<file path="config.mk">
export PLATFORM = sky130hd
export DESIGN_NAME = fp_cfg_sched
export DESIGN_NICKNAME = d
export VERILOG_FILES = /design/src/rtl/fp_pkg.sv /design/src/rtl/fp_cfg_bank.sv /design/src/rtl/fp_cfg_sched.sv
export SDC_FILE = /design/constraint.sdc
export NUM_CORES = 2
export LEC_CHECK = 0
export CAP_MARGIN = 20
export CORE_MARGIN = 2
export CORE_UTILIZATION = 50
export DETAILED_ROUTE_END_ITERATION = 16
export GPL_TIMING_DRIVEN = 0
export PLACE_DENSITY_LB_ADDON = 0.12
export SYNTH_ARGS = -nofsm -noshare
export SYNTH_HDL_FRONTEND = slang
export SYNTH_SLANG_ARGS = --single-unit
</file>
<file path="constraint.sdc">
create_clock -name clk -period 2.5 [get_ports clk]
set_input_delay 0.5 -clock clk [delete_from_list [all_inputs] [get_ports clk]]
set_output_delay 0.5 -clock clk [all_outputs]
set_load 0.01 [all_outputs]
</file>
<file path="src/rtl/fp_pkg.sv">
// Shared filter-pipeline definitions: config scheduler states, config address
// fields and the meaning of each word slot within a stage.
package fp_pkg;

    typedef enum logic [2:0] {
        ST_IDLE    = 3'd0,
        ST_QUIESCE = 3'd1,
        ST_DRAIN   = 3'd2,
        ST_SWAP    = 3'd3,
        ST_RESUME  = 3'd4
    } fp_state_e;

    // cfg_addr layout: [7:3] stage, [2:0] word within the stage
    localparam int STAGE_W = 5;
    localparam int WORD_W  = 3;

    localparam logic [WORD_W-1:0] WORD_BENES      = 3'd0;
    localparam logic [WORD_W-1:0] WORD_KUFPU_FIRST = 3'd1;
    localparam logic [WORD_W-1:0] WORD_KUFPU_LAST  = 3'd4;
    localparam logic [WORD_W-1:0] WORD_BFPU_FIRST  = 3'd5;
    localparam logic [WORD_W-1:0] WORD_BFPU_LAST   = 3'd6;
    localparam logic [WORD_W-1:0] WORD_RSVD        = 3'd7;

    function automatic logic [STAGE_W-1:0] addr_stage(input logic [7:0] addr);
        return addr[7:3];
    endfunction

    function automatic logic [WORD_W-1:0] addr_word(input logic [7:0] addr);
        return addr[2:0];
    endfunction

endpackage

</file>
<file path="src/rtl/fp_cfg_bank.sv">
// Shadow/active config table pair: words land in shadow, and the whole shadow
// table is copied to active in one edge when swap is asserted.
module fp_cfg_bank
    import fp_pkg::*;
#(
    parameter int STAGES = 2,
    parameter int WPS    = 8
) (
    input  logic                     clk,
    input  logic                     rst,
    input  logic                     wr_en,
    input  logic [STAGE_W-1:0]       wr_stage,
    input  logic [WORD_W-1:0]        wr_word,
    input  logic [31:0]              wr_data,
    input  logic                     swap,
    output logic [STAGES*WPS*32-1:0] act_cfg
);

    localparam int NENT = STAGES * WPS;
    localparam int IW   = (NENT > 1) ? $clog2(NENT) : 1;

    logic [NENT*32-1:0] shadow_q;
    logic [NENT*32-1:0] active_q;
    logic [IW-1:0]      wr_idx;

    assign wr_idx  = IW'(wr_stage) * IW'(WPS) + IW'(wr_word);
    assign act_cfg = active_q;

    always_ff @(posedge clk or negedge rst) begin
        if (!rst) begin
            shadow_q <= '0;
            active_q <= '0;
        end else begin
            if (wr_en) begin
                shadow_q[{wr_idx, 5'd0} +: 32] <= wr_data;
            end
            // Writes and swap never coincide, so active always takes a settled table
            if (swap) begin
                active_q <= shadow_q;
            end
        end
    end

endmodule

</file>
<file path="src/rtl/fp_cfg_sched.sv">
// Config scheduler: stages words into a shadow table and commits them to the
// filter pipeline only after blocking upstream input and draining the pipe.
module fp_cfg_sched
    import fp_pkg::*;
#(
    parameter int INPUTS = 4,
    parameter int STAGES = 2,
    parameter int WPS    = 8,
    parameter int DRAIN  = 2 * STAGES
) (
    input  logic                     clk,
    input  logic                     rst,
    input  logic                     cfg_valid,
    output logic                     cfg_ready,
    input  logic [7:0]               cfg_addr,
    input  logic [31:0]              cfg_data,
    input  logic                     commit_req,
    output logic                     commit_ack,
    output logic                     src_en,
    output logic [STAGES*WPS*32-1:0] act_cfg,
    output logic                     busy,
    output logic                     err,
    output logic [2:0]               state_dbg
);

    if (INPUTS < 1 || STAGES < 1 || STAGES > 32 || WPS < 1 || WPS > 8 || DRAIN < 1) begin : g_bad_params
        $error("fp_cfg_sched: parameter out of range");
    end

    localparam int CW = (DRAIN > 1) ? $clog2(DRAIN) : 1;

    fp_state_e         state_q, state_nx;
    logic [CW-1:0]     cnt_q, cnt_nx;
    logic              armed_q;
    logic              err_q;
    logic              launch;
    logic              swap;
    logic [STAGE_W-1:0] cfg_stage;
    logic [WORD_W-1:0]  cfg_word;
    logic              accept;
    logic              addr_ok;

    // Handshake: a word transfers on any edge where cfg_valid && cfg_ready;
    // cfg_ready depends only on state, never on cfg_valid.
    assign cfg_stage = addr_stage(cfg_addr);
    assign cfg_word  = addr_word(cfg_addr);
    assign accept    = cfg_valid && cfg_ready;
    assign addr_ok   = (int'(cfg_stage) < STAGES) && (int'(cfg_word) < WPS);

    always_comb begin
        state_nx = state_q;
        cnt_nx   = cnt_q;
        launch   = 1'b0;
        swap     = 1'b0;
        case (state_q)
            ST_IDLE: begin
                if (commit_req && armed_q) begin
                    state_nx = ST_QUIESCE;
                    launch   = 1'b1;
                end
            end
            ST_QUIESCE: begin
                state_nx = ST_DRAIN;
                cnt_nx   = CW'(DRAIN - 1);
            end
            ST_DRAIN: begin
                if (cnt_q == '0) begin
                    state_nx = ST_SWAP;
                end else begin
                    cnt_nx = cnt_q - CW'(1);
                end
            end
            ST_SWAP: begin
                swap     = 1'b1;
                state_nx = ST_RESUME;
            end
            ST_RESUME: begin
                state_nx = ST_IDLE;
            end
            default: begin
                state_nx = ST_IDLE;
            end
        endcase
    end

    always_ff @(posedge clk or negedge rst) begin
        if (!rst) begin
            state_q <= ST_IDLE;
            cnt_q   <= '0;
            armed_q <= 1'b1;
            err_q   <= 1'b0;
        end else begin
            state_q <= state_nx;
            cnt_q   <= cnt_nx;
            // commit_req is a level; it must drop before it can launch another commit
            if (!commit_req) begin
                armed_q <= 1'b1;
            end else if (launch) begin
                armed_q <= 1'b0;
            end
            if (accept && !addr_ok) begin
                err_q <= 1'b1;
            end
        end
    end

    assign cfg_ready  = (state_q == ST_IDLE);
    assign busy       = (state_q != ST_IDLE);
    assign commit_ack = (state_q == ST_RESUME);
    assign src_en     = (state_q == ST_IDLE) || (state_q == ST_RESUME);
    assign err        = err_q;
    assign state_dbg  = state_q;

    fp_cfg_bank #(
        .STAGES (STAGES),
        .WPS    (WPS)
    ) u_bank (
        .clk      (clk),
        .rst      (rst),
        .wr_en    (accept && addr_ok),
        .wr_stage (cfg_stage),
        .wr_word  (cfg_word),
        .wr_data  (cfg_data),
        .swap     (swap),
        .act_cfg  (act_cfg)
    );

endmodule
</file>
# After elaboration in Yosys (flattened, before gate mapping)
# Cells that the tools add are included.
[totals]
register_bits = 1031
input_bits = 44
word_cells = 43
[classes]
n_addsub = 3
n_lt_le_gt_ge = 1
n_eq_ne = 8
n_shift = 2
n_mux = 11
reduce_logical = 12
[op_table]
columns = ["cell", "n"]
rows = [
  ["$bwmux W512", 1],
  ["$shift A32 B11 Y512 const A", 1],
  ["$shiftx A32 B11 Y512", 1],
  ["$pmux W3 S4", 1],
  ["$neg A9 Y11", 1],
  ["$eq A3 B2 Y1 const B", 2],
  ["$mux W3", 2],
  ["$lt A5 B2 Y1 const B", 1],
  ["$mux W1", 5],
  ["$add A4 B3 Y4", 1],
  ["$logic_and A1 B1 Y1", 4],
  ["$ne A2 B1 Y1 const B", 2],
  ["$ne A2 B2 Y1 const B", 2],
  ["$pmux W2 S2", 1],
  ["$reduce_and A2 Y1", 2],
  ["$eq A3 B1 Y1 const B", 1],
  ["$eq A3 B3 Y1 const B", 1],
  ["$logic_not A3 Y1", 1],
  ["$reduce_bool A3 Y1", 1],
  ["$logic_not A2 Y1", 1],
  ["$mux W2", 1],
  ["$reduce_bool A2 Y1", 1],
  ["$sub A2 B1 Y2 const B", 1],
  ["$logic_not A1 Y1", 1],
  ["$logic_or A1 B1 Y1", 1],
]

# Depth between registers and ports, before layout
[logic_depth]
ltp_word = 5
ltp_mapped = 8
depth_no_buf = 6

# Hierarchy
# A second synthesis with hierarchy kept.
[unflattened]
cells_unflattened = 2500
area_unflattened_um2 = 39504.1
[modules_own_cells]
columns = ["mod", "instances", "cells_each", "area_per_inst_um2", "seq_area_each_um2"]
rows = [
  ["fp_cfg_bank", 1, 2462, 39111.3, 25624.6],
  ["fp_cfg_sched", 1, 38, 392.9, 176.4],
]

# Worst setup path after synthesis
# No wires, ideal clock.
[synth_path]
path_kind = "input-to-reg"
start = "in cfg_addr[0]"
end = "reg u_bank.shadow_q[10]"
setup_ns = 0.125
arrival_time_ns = 2.064
required_time_ns = 2.375
setup_slack_ns = 0.311
stages = 8
n_path_buf = 2
path_cell_list = "inv_1 > ha_1 > nor2_1 > nand3_2 > or4_1 > buf_2 > buf_6 > mux2_4"
[synth_between]
elab_chain_cells = 4
word_cells_on_any_way = 5
[synth_rtl]
columns = ["element", "line", "text"]
rows = [
  ["start, declared", "fp_cfg_sched.sv:15", "input logic [7:0] cfg_addr,"],
  ["$add A4 B3 Y4 *", "fp_cfg_bank.sv:26", "assign wr_idx = IW'(wr_stage) * IW'(WPS) + IW'(wr_word);"],
  ["$neg A9 Y11 *", "fp_cfg_bank.sv:35", "shadow_q[{wr_idx, 5'd0} +: 32] <= wr_data;"],
  ["$shiftx A32 B11 Y512 / $shift A32 B11 Y512 (equally long branches)", "fp_cfg_bank.sv:35", ""],
  ["$bwmux W512 *", "fp_cfg_bank.sv:35", ""],
  ["end signal, assigned by index", "fp_cfg_bank.sv:35", ""],
  ["end, declared", "fp_cfg_bank.sv:22", "logic [NENT*32-1:0] shadow_q;"],
]
# Every way passes the cells marked *; elsewhere a longest branch is shown, timed or not.
# A chain may end at the register's enable or synchronous reset.

# Final worst setup path
[layout_path]
start = "reg state_q[0] (netlist: state_dbg[0])"
end = "reg u_bank.shadow_q[22]"
[layout_between]
elab_chain_cells = 3
[layout_rtl]
columns = ["element", "line", "text"]
rows = [
  ["start, declared", "fp_cfg_sched.sv:32", "fp_state_e state_q, state_nx;"],
  ["start signal, assigned", "fp_cfg_sched.sv:93", "state_q <= state_nx;"],
  ["$logic_not A3 Y1", "fp_cfg_sched.sv:107", "assign cfg_ready = (state_q == ST_IDLE);"],
  ["$logic_and A1 B1 Y1", "fp_cfg_sched.sv:47", "assign accept = cfg_valid && cfg_ready;"],
  ["$logic_and A1 B1 Y1", "fp_cfg_sched.sv:120", ".wr_en (accept && addr_ok),"],
]
# Every way passes these cells.

==> impl_metrics.env <==
export IMPL_ys_types=43
export IMPL_async_reset_ff_share_pct=100
export IMPL_regArea_um2=25800
export IMPL_finalCriticalPeriod_ns=2.54
export IMPL_p_comb_share_pct=19.0
export IMPL_start_kind="flop"
export IMPL_critPathRequiredTime_ns=3.04
export IMPL_vdd_ir_drop_max_mv=0.550
export IMPL_overflow=0
export IMPL_min_period_over_period_pct=102
export IMPL_ys_seq_area_share_pct=66.3
export IMPL_core_area_um2=77300
export IMPL_synth_compound_area_share_pct=5.97
export IMPL_multi_input_area_um2=12000
export IMPL_drt_iter0_drc=2505
export IMPL_final_setup_viol_count=30
export IMPL_grt_pass1_wl_mm=189
export IMPL_cts_sinks=1031
export IMPL_die_y_um=283
export IMPL_cts_tree="built"
export IMPL_status="finished with violations"
export IMPL_io_pins=564
export IMPL_internal_power_mw=31.0
export IMPL_synthFlopType="dfrtp_1"
export IMPL_numCtsBuffers=104
export IMPL_syn_instance_count=3663
export IMPL_ant_nets=0
export IMPL_wl_mm=128
export IMPL_p_leak_nw=26.0
export IMPL_timing_final_ws_setup_ns=-0.0407
export IMPL_fmax_mhz=394
export IMPL_pwr_share_clk_pct=37.5
export IMPL_top_usage_layer="met2"
export IMPL_die_w_um=283
export IMPL_synthesis_area_um2=38900
export IMPL_drive_gt1_share_pct=12.9
export IMPL_syn_nets=3711
export IMPL_slew_headroom_pct=22.1
export IMPL_grt_util_met3_pct=7.57
export IMPL_final_common_cell="nand2_1"
export IMPL_cp_startpoint="state_dbg[0]"
export IMPL_gp_congestion=0.858
export IMPL_grt_pass1_vias=29300
export IMPL_yosys_warnings=0
export IMPL_hp_class="in -> async"
export IMPL_yosys_area_share_simple_pct=15.0
export IMPL_nNetsFinal=4391
export IMPL_maxCapViolCount=0
export IMPL_slew_violations=0
export IMPL_p_per_area_nw_per_um2=872
export IMPL_synth_edff_count=0
export IMPL_syn_avg_cell_area_um2=10.6
export IMPL_dieArea_um2=80100
export IMPL_path_max_fanout=10
export IMPL_clk_path_buf_depth=3
export IMPL_ys_ff_latch=1031
export IMPL_hold_ws_ns=-0.185
export IMPL_nFillCells=6329
export IMPL_dpl_hpwl_mm=89.0
export IMPL_max_slew_worst_pin_slew_ns=1.17
export IMPL_clk_latency_ns=0.66
export IMPL_violations="negative hold slack, negative setup slack"
export IMPL_use_met1_pct=41.2
export IMPL_synthXorXnorAreaFrac_pct=0.0900
export IMPL_power_switching_mw=12.6
export IMPL_port_buffer_count=531
export IMPL_cts_htree_levels=3
export IMPL_final_cell_mix="nand2_1 (1478), dfrtp_1 (1029), clkdlybuf4s50_1 (524)"
export IMPL_synth_area_mux_share_pct=9.34
export IMPL_finalClockSkew_ns=0.0240
export IMPL_critPathCaptureType="flop"
export IMPL_routed_via_density=5.35
export IMPL_cts_root_buf="clkbuf_16"
export IMPL_synthToLayoutAreaGrowth_pct=28.5
export IMPL_rows=102
export IMPL_wl_per_cell_um=23.3
export IMPL_antenna_found_initial=12
export IMPL_synth_top_family_by_area="simple AND/OR/NAND/NOR gates"
export IMPL_drc=0
export IMPL_grtUsageMet2_pct=50.7
export IMPL_synth_fa_ha_area_share_pct=0.129
export IMPL_timing_hold_violations_final=119
export IMPL_seqPwrFrac_pct=43.6
export IMPL_initial_utilization_pct=50.3
export IMPL_grt_max_degree=162
export IMPL_setup_tns_ns=-0.753
export IMPL_grt_setup_unrepaired="true"
export IMPL_r2r_start="state_dbg[0]"
export IMPL_clkSlewWorstSetupHoldPaths_ns=0.06
export IMPL_track_usage_pct=31.7
export IMPL_arrival_ns=3.08
export IMPL_dr_pass1_iters=6
export IMPL_switching_share_pct=28.9
export IMPL_vias=29300
export IMPL_crit_type="reg -> reg"
-- what timing repair did --
| item | CTS | global route |
|---|---|---|
| cloned | 1 | 1 |
| setup buffers | 12 | 8 |
| resized for setup | 64 | 44 |
| pin swaps | 8 | 4 |
| hold endpoints to repair | 119 | 119 |
| endpoints found under the setup margin | 1076 | 328 |
-- power by group through the flow --
| stage | logic [mW] | registers [mW] | clock network [mW] |
|---|---|---|---|
| floorplan | 2.78 | 19.6 | 0 |
| global placement | 7.74 | 19.4 | 0 |
| detailed placement | 8.09 | 19.3 | 0 |
| CTS | 8.22 | 19.0 | 16.5 |
| global route | 8.93 | 19.2 | 17.2 |
| finish | 8.27 | 19.0 | 16.3 |
-- cell usage after synthesis (11+ instances only) --
cell type | count | area (µm²)
nand2_1 | 1478 | 5550
dfrtp_1 | 1030 | 25800
o21ai_0 | 449 | 2250
mux2_2 | 220 | 2480
clkbuf_1 | 180 | 676
inv_1 | 69 | 259
mux2i_1 | 63 | 631
buf_1 | 38 | 143
mux2_4 | 30 | 450
buf_2 | 25 | 125
nor2_1 | 11 | 41.3
-- per-layer routing --
metal	share of wire [%]	up-vias
li1	-	13100
met1	40	14900
met2	47	1031
met3	8.0	244
met4	5.1	0
met5	0	-
-- kinds of logic (layout without fill, tap and decap cells) --
| logic type | count (synthesis) | count (layout) |
|---|---|---|
| xor+xnor | 4 | 4 |
| fa+ha+maj | 4 | 4 |
| other cells | 0 | 6 |
| flops | 1031 | 1031 |
| mux | 320 | 320 |
| buf+inv | 317 | 1080 |
| simple gates | 1527 | 1527 |
| compound gates | 460 | 460 |
-- worst max-delay path: stages, from the launching register on --
cell and delay [ns]:
dfrtp_1 0.39, buf_6 0.14, nor4b_4 0.30, buf_6 0.18, buf_8 0.13, nand3_4 0.08, or4_4 0.55, buf_12 0.17
buf_6 0.16, mux2_4 0.31
-- path summary, 6_finish.rpt --
kind | end | depth (start not counted) | slack (ns)
worst max-delay path | u_bank.shadow_q[22] | 9 | -0.04
worst min-delay path | u_bank.act_cfg[366] | 1 | -0.18
worst max register to register | u_bank.shadow_q[22] | 9 | -0.04
worst min register to register | u_bank.act_cfg[466] | 2 | 0.45
max in group asynchronous | u_bank.act_cfg[84] | 4 | 0.59
min in group clk | u_bank.shadow_q[441] | 3 | 0.27
-- state kept, by name (all words and copies together) (netlist names) --
name	cells
cnt_q	2
state_dbg	3
u_bank.act_cfg	512
u_bank.shadow_q	512
err	1
armed_q	1
-- cell type report --
type	instances	share of cell area (%)
Sequential cell	1031	51.6
Inverter	70	0.525
Tap cell	1040	2.60
Antenna cell	6	0.0300
Timing Repair Buffer	575	11.9
Buffer	246	2.24
Multi-Input combinational cell	2315	23.9
Clock inverter	41	1.03
Clock buffer	148	6.18
-- per-stage QoR --
stage	util (%)	cells	power [mW]	area [µm²]	worst slack, ns
after floorplan	-	3663	22.4	38900	0.311
after global placement	58.9	5234	27.1	45600	-46.03
final	64.7	5472	43.6	50000	-0.0407
after CTS	64.5	5457	43.7	49900	0.0138
after detailed placement	59.5	5256	27.4	46000	-1.42
after global routing	64.7	5468	45.3	50000	-0.109
(Power assumes the default switching activity.)
